`src/rtl/uart_pkg.sv`:
```
// Shared UART definitions: parity and state encodings plus bit-timing helpers.
// Imported by the serializer now and by the receiver later.
package uart_pkg;

  localparam int PAR_NONE = 0;
  localparam int PAR_ODD  = 1;
  localparam int PAR_EVEN = 2;

  typedef enum logic [2:0] {
    ST_IDLE   = 3'd0,
    ST_START  = 3'd1,
    ST_DATA   = 3'd2,
    ST_PARITY = 3'd3,
    ST_STOP   = 3'd4
  } state_t;

  // Rounded to the nearest whole clock so the line rate error stays below half a clock per bit.
  function automatic int calc_baud_div(input int clk_freq, input int baud);
    return (clk_freq + baud / 2) / baud;
  endfunction

  function automatic int frame_len(input int parity, input int stop_bits);
    return 9 + ((parity != PAR_NONE) ? 1 : 0) + stop_bits;
  endfunction

endpackage

```
`src/rtl/uart_byte_tx_if.sv`:
```
// Byte strobe from the transmit sequencer plus the serial line and frame status back to it.
// The sequencer is the master; the serializer is the slave.
interface uart_byte_tx_if;
  logic       send_en;
  logic [7:0] data_byte;
  logic       uart_tx;
  logic       tx_busy;
  logic       tx_done;

  modport master (
    output send_en,
    output data_byte,
    input  uart_tx,
    input  tx_busy,
    input  tx_done
  );

  modport slave (
    input  send_en,
    input  data_byte,
    output uart_tx,
    output tx_busy,
    output tx_done
  );
endinterface

```
`src/rtl/uart_baud_cnt.sv`:
```
// Bit-period timer: counts 0..DIV-1 while enabled and flags the final count with o_bit_end.
// Synchronous clear holds it at zero between frames; no backpressure.
module uart_baud_cnt #(
  parameter int DIV = 16
) (
  input  logic clk,
  input  logic rst,
  input  logic i_clr,
  input  logic i_en,
  output logic o_bit_end
);
  localparam int CNT_W = (DIV > 1) ? $clog2(DIV) : 1;
  localparam logic [CNT_W-1:0] LAST = CNT_W'(DIV - 1);

  logic [CNT_W-1:0] r_cnt;

  always_ff @(posedge clk or posedge rst) begin
    if (rst) begin
      r_cnt <= '0;
    end else if (i_clr) begin
      r_cnt <= '0;
    end else if (i_en) begin
      r_cnt <= (r_cnt == LAST) ? '0 : r_cnt + 1'b1;
    end
  end

  assign o_bit_end = i_en && (r_cnt == LAST);
endmodule

```
`src/rtl/uart_byte_tx.sv`:
```
// Single-byte UART serializer: start bit, 8 data bits LSB first, optional parity, 1 or 2 stop bits.
// Line goes low the cycle after an accepted send_en; send_en while busy is dropped, never queued.
module uart_byte_tx
  import uart_pkg::*;
#(
  parameter int CLK_FREQ  = 50000000,
  parameter int BAUD      = 115200,
  parameter int PARITY    = 0,
  parameter int STOP_BITS = 1
) (
  input logic           clk,
  input logic           rst,
  uart_byte_tx_if.slave bus
);
  localparam int         BAUD_DIV  = calc_baud_div(CLK_FREQ, BAUD);
  localparam logic [3:0] STOP_LAST = 4'(STOP_BITS - 1);

  if (BAUD_DIV < 2) begin : g_div_check
    $error("uart_byte_tx: BAUD_DIV must be at least 2");
  end

  state_t     r_state, w_state_nxt;
  logic [7:0] r_shift, w_shift_nxt;
  logic [3:0] r_bit_cnt, w_bit_cnt_nxt;
  logic       r_par, w_par_nxt;
  logic       r_tx, w_tx_nxt;
  logic       r_busy;
  logic       r_done, w_done_nxt;
  logic       w_idle;
  logic       w_bit_end;

  assign w_idle = (r_state == ST_IDLE);

  uart_baud_cnt #(.DIV(BAUD_DIV)) u_baud (
    .clk       (clk),
    .rst       (rst),
    .i_clr     (w_idle),
    .i_en      (!w_idle),
    .o_bit_end (w_bit_end)
  );

  always_comb begin
    w_state_nxt   = r_state;
    w_shift_nxt   = r_shift;
    w_bit_cnt_nxt = r_bit_cnt;
    w_par_nxt     = r_par;
    w_done_nxt    = 1'b0;
    w_tx_nxt      = 1'b1;

    case (r_state)
      ST_IDLE: begin
        if (bus.send_en) begin
          w_state_nxt   = ST_START;
          w_shift_nxt   = bus.data_byte;
          w_bit_cnt_nxt = '0;
          w_par_nxt     = (PARITY == PAR_ODD) ? ~^bus.data_byte : ^bus.data_byte;
        end
      end
      ST_START: begin
        if (w_bit_end) w_state_nxt = ST_DATA;
      end
      ST_DATA: begin
        if (w_bit_end) begin
          if (r_bit_cnt == 4'd7) begin
            w_bit_cnt_nxt = '0;
            w_state_nxt   = (PARITY != PAR_NONE) ? ST_PARITY : ST_STOP;
          end else begin
            w_bit_cnt_nxt = r_bit_cnt + 4'd1;
            w_shift_nxt   = {1'b0, r_shift[7:1]};
          end
        end
      end
      ST_PARITY: begin
        if (w_bit_end) w_state_nxt = ST_STOP;
      end
      ST_STOP: begin
        if (w_bit_end) begin
          if (r_bit_cnt == STOP_LAST) begin
            w_state_nxt   = ST_IDLE;
            w_bit_cnt_nxt = '0;
            w_done_nxt    = 1'b1;
          end else begin
            w_bit_cnt_nxt = r_bit_cnt + 4'd1;
          end
        end
      end
      default: w_state_nxt = ST_IDLE;
    endcase

    // Line level is registered from the next state so it changes on the same edge as the FSM.
    case (w_state_nxt)
      ST_START:  w_tx_nxt = 1'b0;
      ST_DATA:   w_tx_nxt = w_shift_nxt[0];
      ST_PARITY: w_tx_nxt = w_par_nxt;
      default:   w_tx_nxt = 1'b1;
    endcase
  end

  always_ff @(posedge clk or posedge rst) begin
    if (rst) begin
      r_state   <= ST_IDLE;
      r_shift   <= '0;
      r_bit_cnt <= '0;
      r_par     <= 1'b0;
      r_tx      <= 1'b1;
      r_busy    <= 1'b0;
      r_done    <= 1'b0;
    end else begin
      r_state   <= w_state_nxt;
      r_shift   <= w_shift_nxt;
      r_bit_cnt <= w_bit_cnt_nxt;
      r_par     <= w_par_nxt;
      r_tx      <= w_tx_nxt;
      r_busy    <= (w_state_nxt != ST_IDLE);
      r_done    <= w_done_nxt;
    end
  end

  assign bus.uart_tx = r_tx;
  assign bus.tx_busy = r_busy;
  assign bus.tx_done = r_done;
endmodule
```
`src/flat_wrapper.sv`:
```
// flat-port wrapper written by rule: the top's interface ports become plain ports
module uart_byte_tx_flat import uart_pkg::*;
#(
  parameter int CLK_FREQ  = 50000000,
  parameter int BAUD      = 115200,
  parameter int PARITY    = 0,
  parameter int STOP_BITS = 1
)
  (clk, rst, bus_send_en, bus_data_byte, bus_uart_tx, bus_tx_busy, bus_tx_done);
  uart_byte_tx_if bus_i ();
  input logic clk;
  input logic rst;
  input wire logic [$bits(bus_i.send_en)-1:0] bus_send_en;
  input wire logic [$bits(bus_i.data_byte)-1:0] bus_data_byte;
  output wire logic [$bits(bus_i.uart_tx)-1:0] bus_uart_tx;
  output wire logic [$bits(bus_i.tx_busy)-1:0] bus_tx_busy;
  output wire logic [$bits(bus_i.tx_done)-1:0] bus_tx_done;
  assign bus_i.send_en = bus_send_en;
  assign bus_i.data_byte = bus_data_byte;
  assign bus_uart_tx = bus_i.uart_tx;
  assign bus_tx_busy = bus_i.tx_busy;
  assign bus_tx_done = bus_i.tx_done;
  uart_byte_tx #(.CLK_FREQ(CLK_FREQ), .BAUD(BAUD), .PARITY(PARITY), .STOP_BITS(STOP_BITS)) u_core (.clk(clk), .rst(rst), .bus(bus_i));
endmodule
```
`config.mk`:
```
export PLATFORM = sky130hd
export DESIGN_NAME = uart_byte_tx_flat
export DESIGN_NICKNAME = d
export VERILOG_FILES = /design/src/rtl/uart_pkg.sv /design/src/rtl/uart_byte_tx_if.sv /design/src/rtl/uart_baud_cnt.sv /design/src/rtl/uart_byte_tx.sv /design/src/flat_wrapper.sv
export SDC_FILE = /design/constraint.sdc
export NUM_CORES = 1
export LEC_CHECK = 0
export ABC_CLOCK_PERIOD_IN_PS = 3300
export BUFFER_PORTS_ARGS = -buffer_cell sky130_fd_sc_hd__buf_2
export CORE_ASPECT_RATIO = 0.6
export CORE_MARGIN = 2
export CORE_UTILIZATION = 63
export CTS_CLUSTER_SIZE = 20
export DETAILED_ROUTE_END_ITERATION = 8
export GPL_ROUTABILITY_DRIVEN = 0
export GPL_TIMING_DRIVEN = 0
export HOLD_SLACK_MARGIN = 0.1
export PLACE_DENSITY = 0.83
export SYNTH_ARGS = -nofsm -noshare
export SYNTH_HDL_FRONTEND = slang
export SYNTH_SLANG_ARGS = --single-unit
```
`constraint.sdc`:
```
create_clock -name clk -period 3.3 [get_ports clk]
set_input_delay 0.495 -clock clk [delete_from_list [all_inputs] [get_ports clk]]
set_output_delay 0.495 -clock clk [all_outputs]
set_load 0.03 [all_outputs]
```
==> qor.csv <==
metric,value,unit
Final ANT Viol Nets,0,
port buffer count,13,
reg2reg start,u_core.r_bit_cnt[0],
Netlist Area Pre-Place,0.001623,sq mm
setup violators final,0,
synth cell count leaders,"dfrtp_1 (27), nor2_1 (17), xnor2_1 (13)",
antenna violations before repair,0,
maximum clock frequency,492.1,MHz
grt total ovfl,0,
Final min period,2032,ps
Slew @ Worst Pin,1073,ps
Crit Path Category,flip-flop to flip-flop,
post_cts resized,0,
nets,191,
First-pass DRT Iterations,4,
fin. max-slew vios,0,
share of cells above drive strength 1,22.86,%
post-CTS setup buffer count,0,
r2r setup slk,1270,ps
Post-synth EDFFs,0,
Diodes inserted,0,
final core utilization,72.19,%
post-synth top area cell,dfrtp_1,
Clock Power Share,36.4,%
vias,1271,
internal power,0.4640,mW
# fillers,191,
wire per inst,15.84,microns
cts hold-fix bufs,0,
largest net degree at the start of global routing,29,
Clock Latency Late Sink,280,ps
vias per cell,6.140,
unrepaired setup endpoints after global routing,no,
largest stage delay on the critical path,430,ps
Chip Height,43.32,microns
area share of the largest cell type after synthesis,41.63,%
Worst Path Max Fanout,6,
sequential fraction of design power,58.3,%
crit-path cells,ha_1 > and3b_1 > nor2_1 > a21oi_1 > a221o_1,
io pins,14,
first-pass GRT wire length,5664,microns
Comb pwr share,5.3,%
DRC violations left,0,
switching share of total power,21.05,%
average size of a mapped cell,10.27,sq um
setup TNS after final layout,0,ps
WP buf/inv,0,
num rows,14,
outcome,finished clean,
final hold vios,0,
register area share after synthesis,43.25,%
final WL,3279,microns
r2r endpoint,u_core.r_shift[6],
most common cell in the netlist,dfrtp_1,
Area Overhead vs Synth,9.869,%
clk_skew,10.01,ps
Top delay family on crit path,compound AO/OA/AOI/OAI gates,
"top cells by area, synth","dfrtp_1 (42%), xnor2_1 (7.0%), nor2_1 (3.9%), ha_1 (3.1%), a221o_2 (2.8%)",
"slowest stage cell, crit path",dfrtp_1,
vias in the first global route,1168,
final period utilization,61.58,%
Yosys cell types,47,
PD cells,329.6,mW/mm^2
Die W,69.52,microns
hpwl dp,2504,microns
Bufs on Longest Clock Path,2,
CTS sink cnt,28,
all-layer global routing usage,24.43,%
P_sw,0.1237,mW
syn nets,173,
Yosys warning total,0,
maxcap violations,0,
Async SR Flop Fraction,100.0,%
critical path arrival,2180,ps
TritonCTS buffer count,3,
clock slew at reported path FFs,100,ps
root buffer cell,clkbuf_8,
DR iter-0 viols,90,
Leakage,0.7653,nW
Initial Util,65.70,%
HP Class,input port to asynchronous set/reset pin,
Rel. slew slack,28.41,%
Worst R2R Path Depth,5,
Setup crit end kind,flip-flop,
startpoint types,flip-flop,
"Primary FF master, synth",dfrtp_1,
CTS tree,built,
H-tree depth,1,
Max IR drop VDD,257.2,uV
Seq cells post-synth,28,
Worst Path Required,3450,ps
DIE AREA,0.003011,sq mm
core footprint,0.002470,sq mm
Gate Count Post-Synth,158,
[power groups by stage]
stage                     Clock [mW]  Sequential [mW]  Combinational [mW]
after CTS                      0.216            0.343              0.0316
after global placement             0            0.350              0.0310
after floorplan                    0            0.350              0.0199
final                          0.214            0.343              0.0310
after global routing           0.233            0.343              0.0345
after detailed placement           0            0.350              0.0314
[routing by layer]
metal	vias to the layer above	routed length, microns	GRT usage (%)
met5	-	0	0
met4	0	42	5.882
met3	6	212	6.888
met2	44	1398	35.77
met1	625	1626	36.23
li1	596	-	-
[metrics by stage]
step	setup WS [ps]	power [mW]	instance area, sq um	instances	hold WS, ps
global placement	1409	0.3806	1728	203	471.1
CTS	1314	0.5903	1783	207	469.7
global route	1183	0.6109	1783	207	475.2
floorplan	1604	0.3695	1623	158	450.1
finish	1268	0.5877	1783	207	469.7
detailed placement	1332	0.3810	1728	203	492.1
[worst max path at each step]
stage                     slack, ps  depth (start not counted)                end                 from
after detailed placement       1330                          5  u_core.r_shift[6]  u_core.r_bit_cnt[0]
after global routing           1180                          5  u_core.r_shift[6]  u_core.r_bit_cnt[0]
final                          1270                          5  u_core.r_shift[6]  u_core.r_bit_cnt[0]
after global placement         1410                          5  u_core.r_shift[4]  u_core.r_bit_cnt[0]
after floorplan                1600                          5  u_core.r_shift[2]  u_core.r_bit_cnt[0]
after CTS                      1310                          5  u_core.r_shift[6]  u_core.r_bit_cnt[0]
[registers in the layout, indices dropped and copies added (netlist names)]
register,count
u_core.r_par,1
u_core.bus.uart_tx,1
u_core.r_shift,8
u_core.r_state,3
u_core.bus.tx_done,1
u_core.r_bit_cnt,4
u_core.u_baud.r_cnt,9
u_core.bus.tx_busy,1
[logic make-up (layout without fill, tap and decap cells)]
family,count (synthesis),in the layout,synth area share (%)
mux,1,1,0.6939
compound gates,29,29,14.88
flops,28,28,43.25
fa+ha+maj,4,4,3.084
simple gates,66,66,25.37
xor+xnor,15,15,8.096
buf+inv,15,32,4.625
[placed cells by master, fill, tap and decap left out, drive strengths merged, types with 5 or more instances in the layout]
| master | count |
|---|---|
| o21ai | 5 |
| inv | 9 |
| nand2 | 7 |
| nor2 | 17 |
| buf | 18 |
| xnor2 | 13 |
| a221o | 6 |
| and2 | 10 |
| clkbuf | 5 |
| dfrtp | 27 |
| nand3 | 8 |
[area by class of cell]
cell class,count,area [sq um],share of cell area [%]
clock buffer,4,55.05,3.088
multi-input combinational,115,845.8,47.44
timing repair buffer,13,65.06,3.649
tap,32,40.04,2.246
inverter,9,33.78,1.895
buffer,6,41.29,2.316
sequential,28,701.9,39.37
(Power assumes the default switching activity.)
